### src/rtl/ps2_host_tx_if.sv
// CPU IO-port bus for the PS/2 host transmitter.
// The CPU side drives select/strobe/address/data and reads back dout.
interface ps2_host_tx_if;
    logic       sel;
    logic       wr;
    logic       addr;
    logic [7:0] din;
    logic [7:0] dout;

    modport master (output sel, output wr, output addr, output din, input dout);
    modport slave  (input sel, input wr, input addr, input din, output dout);
endinterface

### src/rtl/ps2_host_tx.sv
// Host-to-device PS/2 transmitter. Sends one command byte to the keyboard
// using request-to-send, device-clocked data bits, odd parity, stop and ack,
// driving the open-drain lines through pull-low enables. tx_busy lets the
// receive decoder ignore the clock edges of our own transfer.
module ps2_host_tx #(
    parameter int INHIBIT_CYCLES = 400,
    parameter int TIMEOUT_CYCLES = 60000
) (
    input  logic         clk,
    input  logic         reset_n,
    ps2_host_tx_if.slave bus,
    input  logic         ps2_clk_in,
    input  logic         ps2_data_in,
    output logic         ps2_clk_oe,
    output logic         ps2_data_oe,
    output logic         tx_busy
);

    localparam int MAXC = (INHIBIT_CYCLES > TIMEOUT_CYCLES) ? INHIBIT_CYCLES : TIMEOUT_CYCLES;
    localparam int CW   = $clog2(MAXC + 1);
    localparam logic [CW-1:0] INH_LAST = CW'(INHIBIT_CYCLES - 1);
    localparam logic [CW-1:0] TMO_LAST = CW'(TIMEOUT_CYCLES - 1);

    typedef enum logic [2:0] {
        S_IDLE,
        S_INHIBIT,
        S_SEND,
        S_ACK,
        S_WAIT_IDLE
    } state_t;

    state_t        state, state_n;
    logic [CW-1:0] cnt, cnt_n;          // inhibit timer, then watchdog
    logic [3:0]    bit_cnt, bit_n;      // falling edges seen this frame
    logic [7:0]    byte_q, byte_n;
    logic          parity_q, parity_n;
    logic          clk_oe_q, clk_oe_n;
    logic          data_oe_q, data_oe_n;
    logic          nack_q, nack_n;
    logic          timeout_q, timeout_n;
    logic          wd_run;

    logic [1:0]    clk_sync, data_sync;
    logic          clk_prev;
    logic          clk_s, data_s, fall;
    logic          wr_evt;

    assign clk_s  = clk_sync[1];
    assign data_s = data_sync[1];
    assign fall   = clk_prev & ~clk_s;
    assign wr_evt = bus.sel && bus.wr && (bus.addr == 1'b0);

    // Synchronise the asynchronous line levels; reset to the idle-high level
    // so leaving reset never looks like a falling edge.
    always_ff @(posedge clk or negedge reset_n) begin
        if (!reset_n) begin
            clk_sync  <= 2'b11;
            data_sync <= 2'b11;
            clk_prev  <= 1'b1;
        end else begin
            clk_sync  <= {clk_sync[0], ps2_clk_in};
            data_sync <= {data_sync[0], ps2_data_in};
            clk_prev  <= clk_s;
        end
    end

    // State and datapath registers; reset releases both lines at once.
    always_ff @(posedge clk or negedge reset_n) begin
        if (!reset_n) begin
            state     <= S_IDLE;
            cnt       <= '0;
            bit_cnt   <= '0;
            byte_q    <= 8'h00;
            parity_q  <= 1'b0;
            clk_oe_q  <= 1'b0;
            data_oe_q <= 1'b0;
            nack_q    <= 1'b0;
            timeout_q <= 1'b0;
        end else begin
            state     <= state_n;
            cnt       <= cnt_n;
            bit_cnt   <= bit_n;
            byte_q    <= byte_n;
            parity_q  <= parity_n;
            clk_oe_q  <= clk_oe_n;
            data_oe_q <= data_oe_n;
            nack_q    <= nack_n;
            timeout_q <= timeout_n;
        end
    end

    // Next-state logic: frame sequencing, flag updates and the watchdog.
    always_comb begin
        state_n   = state;
        cnt_n     = cnt;
        bit_n     = bit_cnt;
        byte_n    = byte_q;
        parity_n  = parity_q;
        clk_oe_n  = clk_oe_q;
        data_oe_n = data_oe_q;
        nack_n    = nack_q;
        timeout_n = timeout_q;
        wd_run    = 1'b0;

        unique case (state)
            S_IDLE: begin
                clk_oe_n  = 1'b0;
                data_oe_n = 1'b0;
                if (wr_evt) begin
                    byte_n    = bus.din;
                    parity_n  = ~^bus.din;
                    nack_n    = 1'b0;
                    timeout_n = 1'b0;
                    cnt_n     = '0;
                    clk_oe_n  = 1'b1;
                    state_n   = S_INHIBIT;
                end
            end
            S_INHIBIT: begin
                // Start bit goes low on the same edge the clock is released.
                if (cnt == INH_LAST) begin
                    clk_oe_n  = 1'b0;
                    data_oe_n = 1'b1;
                    cnt_n     = '0;
                    bit_n     = '0;
                    state_n   = S_SEND;
                end else begin
                    cnt_n = cnt + 1'b1;
                end
            end
            S_SEND: begin
                if (fall) begin
                    cnt_n = '0;
                    bit_n = bit_cnt + 4'd1;
                    if (bit_cnt < 4'd8) begin
                        data_oe_n = ~byte_q[bit_cnt[2:0]];
                    end else if (bit_cnt == 4'd8) begin
                        data_oe_n = ~parity_q;
                    end else begin
                        data_oe_n = 1'b0;   // stop bit: line released
                        state_n   = S_ACK;
                    end
                end else begin
                    wd_run = 1'b1;
                end
            end
            S_ACK: begin
                if (fall) begin
                    cnt_n   = '0;
                    bit_n   = bit_cnt + 4'd1;
                    nack_n  = data_s;       // device pulls data low to ack
                    state_n = S_WAIT_IDLE;
                end else begin
                    wd_run = 1'b1;
                end
            end
            S_WAIT_IDLE: begin
                if (fall) begin
                    cnt_n = '0;
                end else if (clk_s && data_s) begin
                    state_n = S_IDLE;
                end else begin
                    wd_run = 1'b1;
                end
            end
            default: begin
                clk_oe_n  = 1'b0;
                data_oe_n = 1'b0;
                state_n   = S_IDLE;
            end
        endcase

        // Watchdog only runs in cycles without a falling edge, so an edge
        // arriving on the expiry cycle wins.
        if (wd_run) begin
            if (cnt == TMO_LAST) begin
                timeout_n = 1'b1;
                clk_oe_n  = 1'b0;
                data_oe_n = 1'b0;
                cnt_n     = '0;
                state_n   = S_IDLE;
            end else begin
                cnt_n = cnt + 1'b1;
            end
        end
    end

    assign ps2_clk_oe  = clk_oe_q;
    assign ps2_data_oe = data_oe_q;
    assign tx_busy     = (state != S_IDLE);
    assign bus.dout    = bus.addr ? byte_q : {tx_busy, 5'b0, nack_q, timeout_q};

endmodule
### src/flat_wrapper.sv
// flat-port wrapper written by rule: the top's interface ports become plain ports
module ps2_host_tx_flat 
#(
    parameter int INHIBIT_CYCLES = 400,
    parameter int TIMEOUT_CYCLES = 60000
)
  (clk, reset_n, ps2_clk_in, ps2_data_in, ps2_clk_oe, ps2_data_oe, tx_busy, bus_sel, bus_wr, bus_addr, bus_din, bus_dout);
  ps2_host_tx_if bus_i ();
  input  logic clk;
  input  logic reset_n;
  input  logic ps2_clk_in;
  input  logic ps2_data_in;
  output logic ps2_clk_oe;
  output logic ps2_data_oe;
  output logic tx_busy;
  input wire logic [$bits(bus_i.sel)-1:0] bus_sel;
  input wire logic [$bits(bus_i.wr)-1:0] bus_wr;
  input wire logic [$bits(bus_i.addr)-1:0] bus_addr;
  input wire logic [$bits(bus_i.din)-1:0] bus_din;
  output wire logic [$bits(bus_i.dout)-1:0] bus_dout;
  assign bus_i.sel = bus_sel;
  assign bus_i.wr = bus_wr;
  assign bus_i.addr = bus_addr;
  assign bus_i.din = bus_din;
  assign bus_dout = bus_i.dout;
  ps2_host_tx #(.INHIBIT_CYCLES(INHIBIT_CYCLES), .TIMEOUT_CYCLES(TIMEOUT_CYCLES)) u_core (.clk(clk), .reset_n(reset_n), .bus(bus_i), .ps2_clk_in(ps2_clk_in), .ps2_data_in(ps2_data_in), .ps2_clk_oe(ps2_clk_oe), .ps2_data_oe(ps2_data_oe), .tx_busy(tx_busy));
endmodule
### config.mk
export PLATFORM = sky130hd
export DESIGN_NAME = ps2_host_tx_flat
export DESIGN_NICKNAME = d
export VERILOG_FILES = /design/src/rtl/ps2_host_tx_if.sv /design/src/rtl/ps2_host_tx.sv /design/src/flat_wrapper.sv
export SDC_FILE = /design/constraint.sdc
export NUM_CORES = 1
export LEC_CHECK = 0
export CAP_MARGIN = 10
export CORE_MARGIN = 1.5
export CORE_UTILIZATION = 51
export DETAILED_ROUTE_END_ITERATION = 16
export HOLD_SLACK_MARGIN = 0.15
export PLACE_DENSITY = 0.76
export SKIP_LAST_GASP = 1
export SLEW_MARGIN = 0
export SYNTH_ARGS = -nofsm -noshare
export SYNTH_HDL_FRONTEND = slang
export SYNTH_SLANG_ARGS = --single-unit
### constraint.sdc
create_clock -name clk -period 2 [get_ports clk]
set_clock_uncertainty 0.15 [all_clocks]
set_input_delay 0.4 -clock clk [delete_from_list [all_inputs] [get_ports clk]]
set_output_delay 0.4 -clock clk [all_outputs]
set_load 0.005 [all_outputs]
Word-level counts from Yosys, hierarchy flattened. Index checks and enable logic that the tools add are counted.

Logic and storage cells: 96. Bits in registers: 41. Output and inout bits: 11. Input bits: 15.

Mux-type cells: 46. Bitwise gates (word level): 5. Equal/unequal tests: 13. $lt $le $gt $ge: 2. Reductions and logical operators: 16. $add $sub $neg: 2.

Operators by type and width (count): 16-bit two-way mux (5); 16-bit one-hot mux with 3 select lines (1); 3-bit two-way mux (10); 1-bit two-way mux (20); 16-bit by 1-bit adder with 16-bit output, second input constant (1); 16-bit equality test, second input constant (1); 16-bit by 9-bit equality test with 1-bit output, second input constant (1); 3-bit one-hot mux with 5 select lines (1); 3-bit AND reduction (3); 4-bit two-way mux (2); 8-bit two-way mux (1); 2-bit by 1-bit != test with 1-bit output, second input constant (4); 4-bit one-hot mux with 2 select lines (1); 8-bit XNOR reduction (1); 3-bit by 2-bit equality test with 1-bit output, second input constant (2); 3-bit by 1-bit != test with 1-bit output, second input constant (2); 1-bit one-hot mux with 3 select lines (2); 4-bit by 1-bit adder with 4-bit output, second input constant (1); 4-bit equality test, second input constant (1); 3-bit by 4-bit < comparator with 1-bit output, second input constant (1); 4-bit < comparator, second input constant (1); 1-bit NOT (4); 1-bit one-hot mux with 2 select lines (2); 2-bit nonzero test (2); 11 further kinds (14).

Longest topological paths before layout.
Word-level depth: 8. Mapped depth: 8. Depth with buffers taken out: 6.

Worst setup path before layout. No wires, ideal clock.

Path type: register to register. From: register u_core.cnt[0]. To: register u_core.cnt[1]. Library setup time: 0.122 ns. Buffers on the path: 2. Data required time: 1.728 ns. Clock period less this slack: 1.913 ns. Path slack: 0.087 ns. Stages on the path, launching flop included: 8. Arrival time: 1.642 ns. Path through: dfrtp_1 ha_1 and4_1 buf_2 and4_1 nand3_2 buf_2 a32o_1.

Word-level cells in the longest chain between the ends: 4. Elaborated cells on any way between the ends: 7. Those cells by class: add/sub: 1; eq/ne: 2; mux: 4.

Ends and longest elaborated chain: from (decl) (RTL line ps2_host_tx.sv:33) `logic [CW-1:0] cnt, cnt_n;`; from (signal assigned) (RTL line ps2_host_tx.sv:81) `cnt <= cnt_n;`; 16-bit by 1-bit adder with 16-bit output or 16-bit by 9-bit equality test with 1-bit output (tied branches) (RTL line ps2_host_tx.sv:128, ps2_host_tx.sv:183, ps2_host_tx.sv:121); 16-bit two-way mux (RTL line ps2_host_tx.sv:121) `if (cnt == INH_LAST) begin`; 16-bit one-hot mux with 3 select lines (RTL line ps2_host_tx.sv:105) `unique case (state)`; 16-bit two-way mux (*) (RTL line ps2_host_tx.sv:175) `if (wd_run) begin`.

Every way passes the cells marked *; elsewhere a longest branch is shown, timed or not. A chain may end at the register's enable or synchronous reset.

Final worst setup path.
From: register u_core.state[2]. To: output port bus_dout[7].

Word-level cells in the longest chain between the ends: 2.

Ends and longest elaborated chain: from (decl) (RTL line ps2_host_tx.sv:32) `state_t state, state_n;`; from (signal assigned) (RTL line ps2_host_tx.sv:80) `state <= state_n;`; 3-bit nonzero test (RTL line ps2_host_tx.sv:190) `assign tx_busy = (state != S_IDLE);`; 8-bit two-way mux (RTL line ps2_host_tx.sv:191) `assign bus.dout = bus.addr ? byte_q : {tx_busy, 5'b0, nack_q, timeout_q};`; to (decl) (RTL line flat_wrapper.sv:20) `output wire logic [$bits(bus_i.dout)-1:0] bus_dout;`.

Every way passes these cells.

==> flow_summary_export.csv <==
group,metric,value,unit
outcome,outcome,"finished with violations",
outcome,violations,"setup timing",
placed_design,portBuffers,25,
detailed_routing,drt_iter0_markers,182,
global_routing,grtUsageTotal,0.2365,
timing,rsz0062_at_grt,"true",
synth,synth_edf_count,0,
clocking,clock-root-buffer,"clkbuf_8",
pwr,power_density,493.4,mW/mm2
timing,finalHoldViolCount,0,
synth,avgSynthCellArea,9.337,um2
synth,ys_ff_latch,41,
synth,synth.distinct_cells,56,
worst_setup_path,r2r_end,"u_core.cnt[6]",
cells_and_area,final_util,0.6807,
worst_setup_path,worst_path_max_delay_cell,"or3_4",
worst_setup_path,cp-startpoint,"u_core.state[2]",
synth,syn_area,0.002343,mm2
synth,synth_cells,251,
timing,slew_headroom,0.6595,
floorplan,coreArea,0.004384,mm2
worst_setup_path,worst-path-buf-inv,1,
timing,period_share,1.022,
worst_setup_path,path_cells,"or3_4, mux2_4, buf_6",
synth,synth_nets,268,
worst_setup_path,crit_path_end,"bus_dout[7]",
global_routing,grt-ovfl-total,0,
placed_design,dpl_worst_slack,-398.5,ps
detailed_routing,wire_per_inst,15.55,um
clocking,clkLatencyLatePin,290,ps
pwr,combPwrFrac,0.073,
timing,worstMarginPinSlew,510.7,ps
floorplan,rows,24,
clocking,cts_tree,"built",
pwr,switching_share,0.2230,
pwr,seqPwrFrac,0.578,
clocking,clkTransAtPathRegs,70,ps
synth,yosys_warnings,0,
pwr,clockPowerShare,0.349,
min_path,worstHoldPathType,"reg -> reg",
worst_setup_path,crit_path_start_kind,"register",
global_routing,grt_pass1_vias,1972,
floorplan,die_y,70.79,um
global_routing,grt_max_degree,42,
worst_setup_path,r2r_cells,6,
synth,async_flop_share,1.000,
synth,synth_top_area_cell,"dfrtp_1",
pwr,cellLeakagePower,0.001349,uW
detailed_routing,drc,0,
global_routing,antenna_found_initial,0,
timing,setup_violations,1,
cells_and_area,num_antenna_cells,0,
worst_setup_path,crit_fanout,2,
worst_setup_path,cp_top_family,"simple AND/OR/NAND/NOR gates",
worst_setup_path,rr_startpoint,"u_core.cnt[13]",
global_routing,grt_pass1_wl,9259,um
worst_setup_path,ff2ff_setup_slack,80,ps
cells_and_area,layout-drive-gt1-share,0.2277,
cells_and_area,area_delta_synth_final,27.34,%
detailed_routing,drt_wl_total,5520,um
placed_design,dpl.hpwl,3865,um
clocking,cts_sinks,41,
synth,synth_top_area_share,0.3844,
placed_design,gp_congestion,0.8655,
floorplan,die-width,70.79,um
synth,synth_most_common_cell,"nand2_1",
floorplan,die_area,0.005011,mm2
pwr,ir_worst_vdd,0.0002933,V
cells_and_area,fin_nets,319,
timing,worst_slack,-43.79,ps
worst_setup_path,cp.arrival,1490,ps
detailed_routing,viasPerCell,5.718,
worst_setup_path,cp.depth,3,
timing,report.final.slew_viol_count,0,
timing,fin_crit,2044,ps
detailed_routing,vias,2030,
floorplan,io_pins,26,
timing,fmax,489.3,MHz
clocking,cts_buffers,5,
worst_setup_path,required,1450,ps
synth,seq_area_frac_synth,0.4405,
worst_setup_path,crit_path_end_kind,"output pin",
detailed_routing,postRouteAntennaNets,0,
synth,synthFlopType,"dfrtp_1",
pwr,p_sw,328.3,uW
floorplan,start_util,0.5345,
synth,synthTopCellsByArea,"dfrtp_1 (38%), nand2_1 (8.5%), dfstp_2 (5.6%)",
run,maxCapViolations,0,
worst_setup_path,path_class,"reg -> out",
clocking,clockBufferDepth,2,
detailed_routing,first_pass_iters,4,
pwr,p_int,1144,uW
clocking,htree_levels,2,
synth,synth_common_cells,"nand2_1 (53), dfrtp_1 (36), nand3_1 (11), nor2_1 (11), xnor2_1 (9)",
worst_setup_path,critPathMaxStageDelay,420,ps
area by class of cell:
| class | count | area (um2) |
|---|---|---|
| well taps | 52 | 65.06 |
| inverters | 3 | 11.26 |
| flip-flops and latches | 41 | 1032 |
| fillers | 349 | 1400 |
| multi-input cells | 193 | 1276 |
| repair buffers | 58 | 516.7 |
| clock inverters | 2 | 10.01 |
| clock buffers | 6 | 72.57 |
layer usage:
metal / up-vias / share of wire / track usage
li1: 989 / - / -
met1: 983 / 0.44 / 0.3091
met2: 47 / 0.51 / 0.3946
met3: 11 / 0.034 / 0.05413
met4: 0 / 0.015 / 0.07128
met5: - / 0 / 0
cell usage in the layout, fill, tap and decap left out, types with 3 or more instances in the layout:
cell type	Yosys	routed
clkdlybuf4s50_1	0	20
dfstp_2	5	5
o21ai_0	7	7
nor3_1	4	4
nand2_1	53	53
mux2i_1	7	7
nand4_1	6	6
xnor2_1	9	9
dfrtp_1	36	36
nor2b_1	5	5
and3_1	3	3
nor2_1	11	11
o21ai_1	8	8
nand3_1	11	11
buf_6	2	3
and4_1	3	3
xor2_1	4	4
a21oi_1	8	7
and2_1	6	6
a31oi_1	4	3
buf_4	0	28
clkbuf_8	0	5
state kept, by name, indices dropped and copies added (netlist names), 2 cells and up:
register	cells
u_core.bit_cnt	4
u_core.byte_q	8
u_core.clk_sync	2
u_core.cnt	16
u_core.data_sync	2
u_core.state	3
metrics by stage:
stage / area (um2) / setup TNS (ps) / total power (uW) / hold slack, ps / cells
floorplan: 2344 / 0 / 906.3 / -45.59 / 251
global placement: 2806 / -6734 / 971.3 / 197.5 / 343
detailed placement: 2806 / -7923 / 973.6 / 197.2 / 343
CTS: 2932 / -49.03 / 1488 / 207.8 / 356
global route: 2984 / -105.7 / 1536 / 211.8 / 355
finish: 2984 / -43.79 / 1472 / 206.5 / 355
worst min-delay path by stage:
stage | startpoint | to | slack [ps] | cells past startpoint
2_1_floorplan | reset_n | u_core.bit_cnt[0] | -50 | 0
3_3_place_gp | u_core.data_sync[0] | u_core.data_sync[1] | 200 | 0
3_5_place_dp | u_core.data_sync[0] | u_core.data_sync[1] | 200 | 0
4_1_cts | u_core.data_sync[0] | u_core.data_sync[1] | 210 | 0
5_1_grt | u_core.data_sync[0] | u_core.data_sync[1] | 210 | 0
6_report | u_core.data_sync[0] | u_core.data_sync[1] | 210 | 0
power by group through the flow:
stage / clock (uW) / sequential, uW / combinational [uW]
after detailed placement: 0 / 867 / 107
after global routing: 563 / 852 / 121
after global placement: 0 / 867 / 105
final: 514 / 851 / 108
after floorplan: 0 / 864 / 42.7
after CTS: 530 / 851 / 107
cell families (layout without fill, tap and decap cells):
family / count (synthesis) / count (layout) / synth area share
compound gates: 47 / 47 / 0.1345
flops: 41 / 41 / 0.4405
buf+inv: 17 / 69 / 0.03790
simple gates: 120 / 120 / 0.2739
mux: 11 / 11 / 0.05392
xor+xnor: 13 / 13 / 0.04859
fa+ha+maj: 2 / 2 / 0.01068
what timing repair did:
| action | CTS | global route |
|---|---|---|
| resized for setup | 14 | 14 |
| cloned | 0 | 0 |
| setup buffers | 4 | 0 |
| hold buffers | 1 | 0 |
| endpoints found under the setup margin | 9 | 25 |
| pin swaps | 2 | 5 |
| endpoints found under the hold margin | 36 | 0 |
No activity file was read; power rests on OpenSTA's default activity.
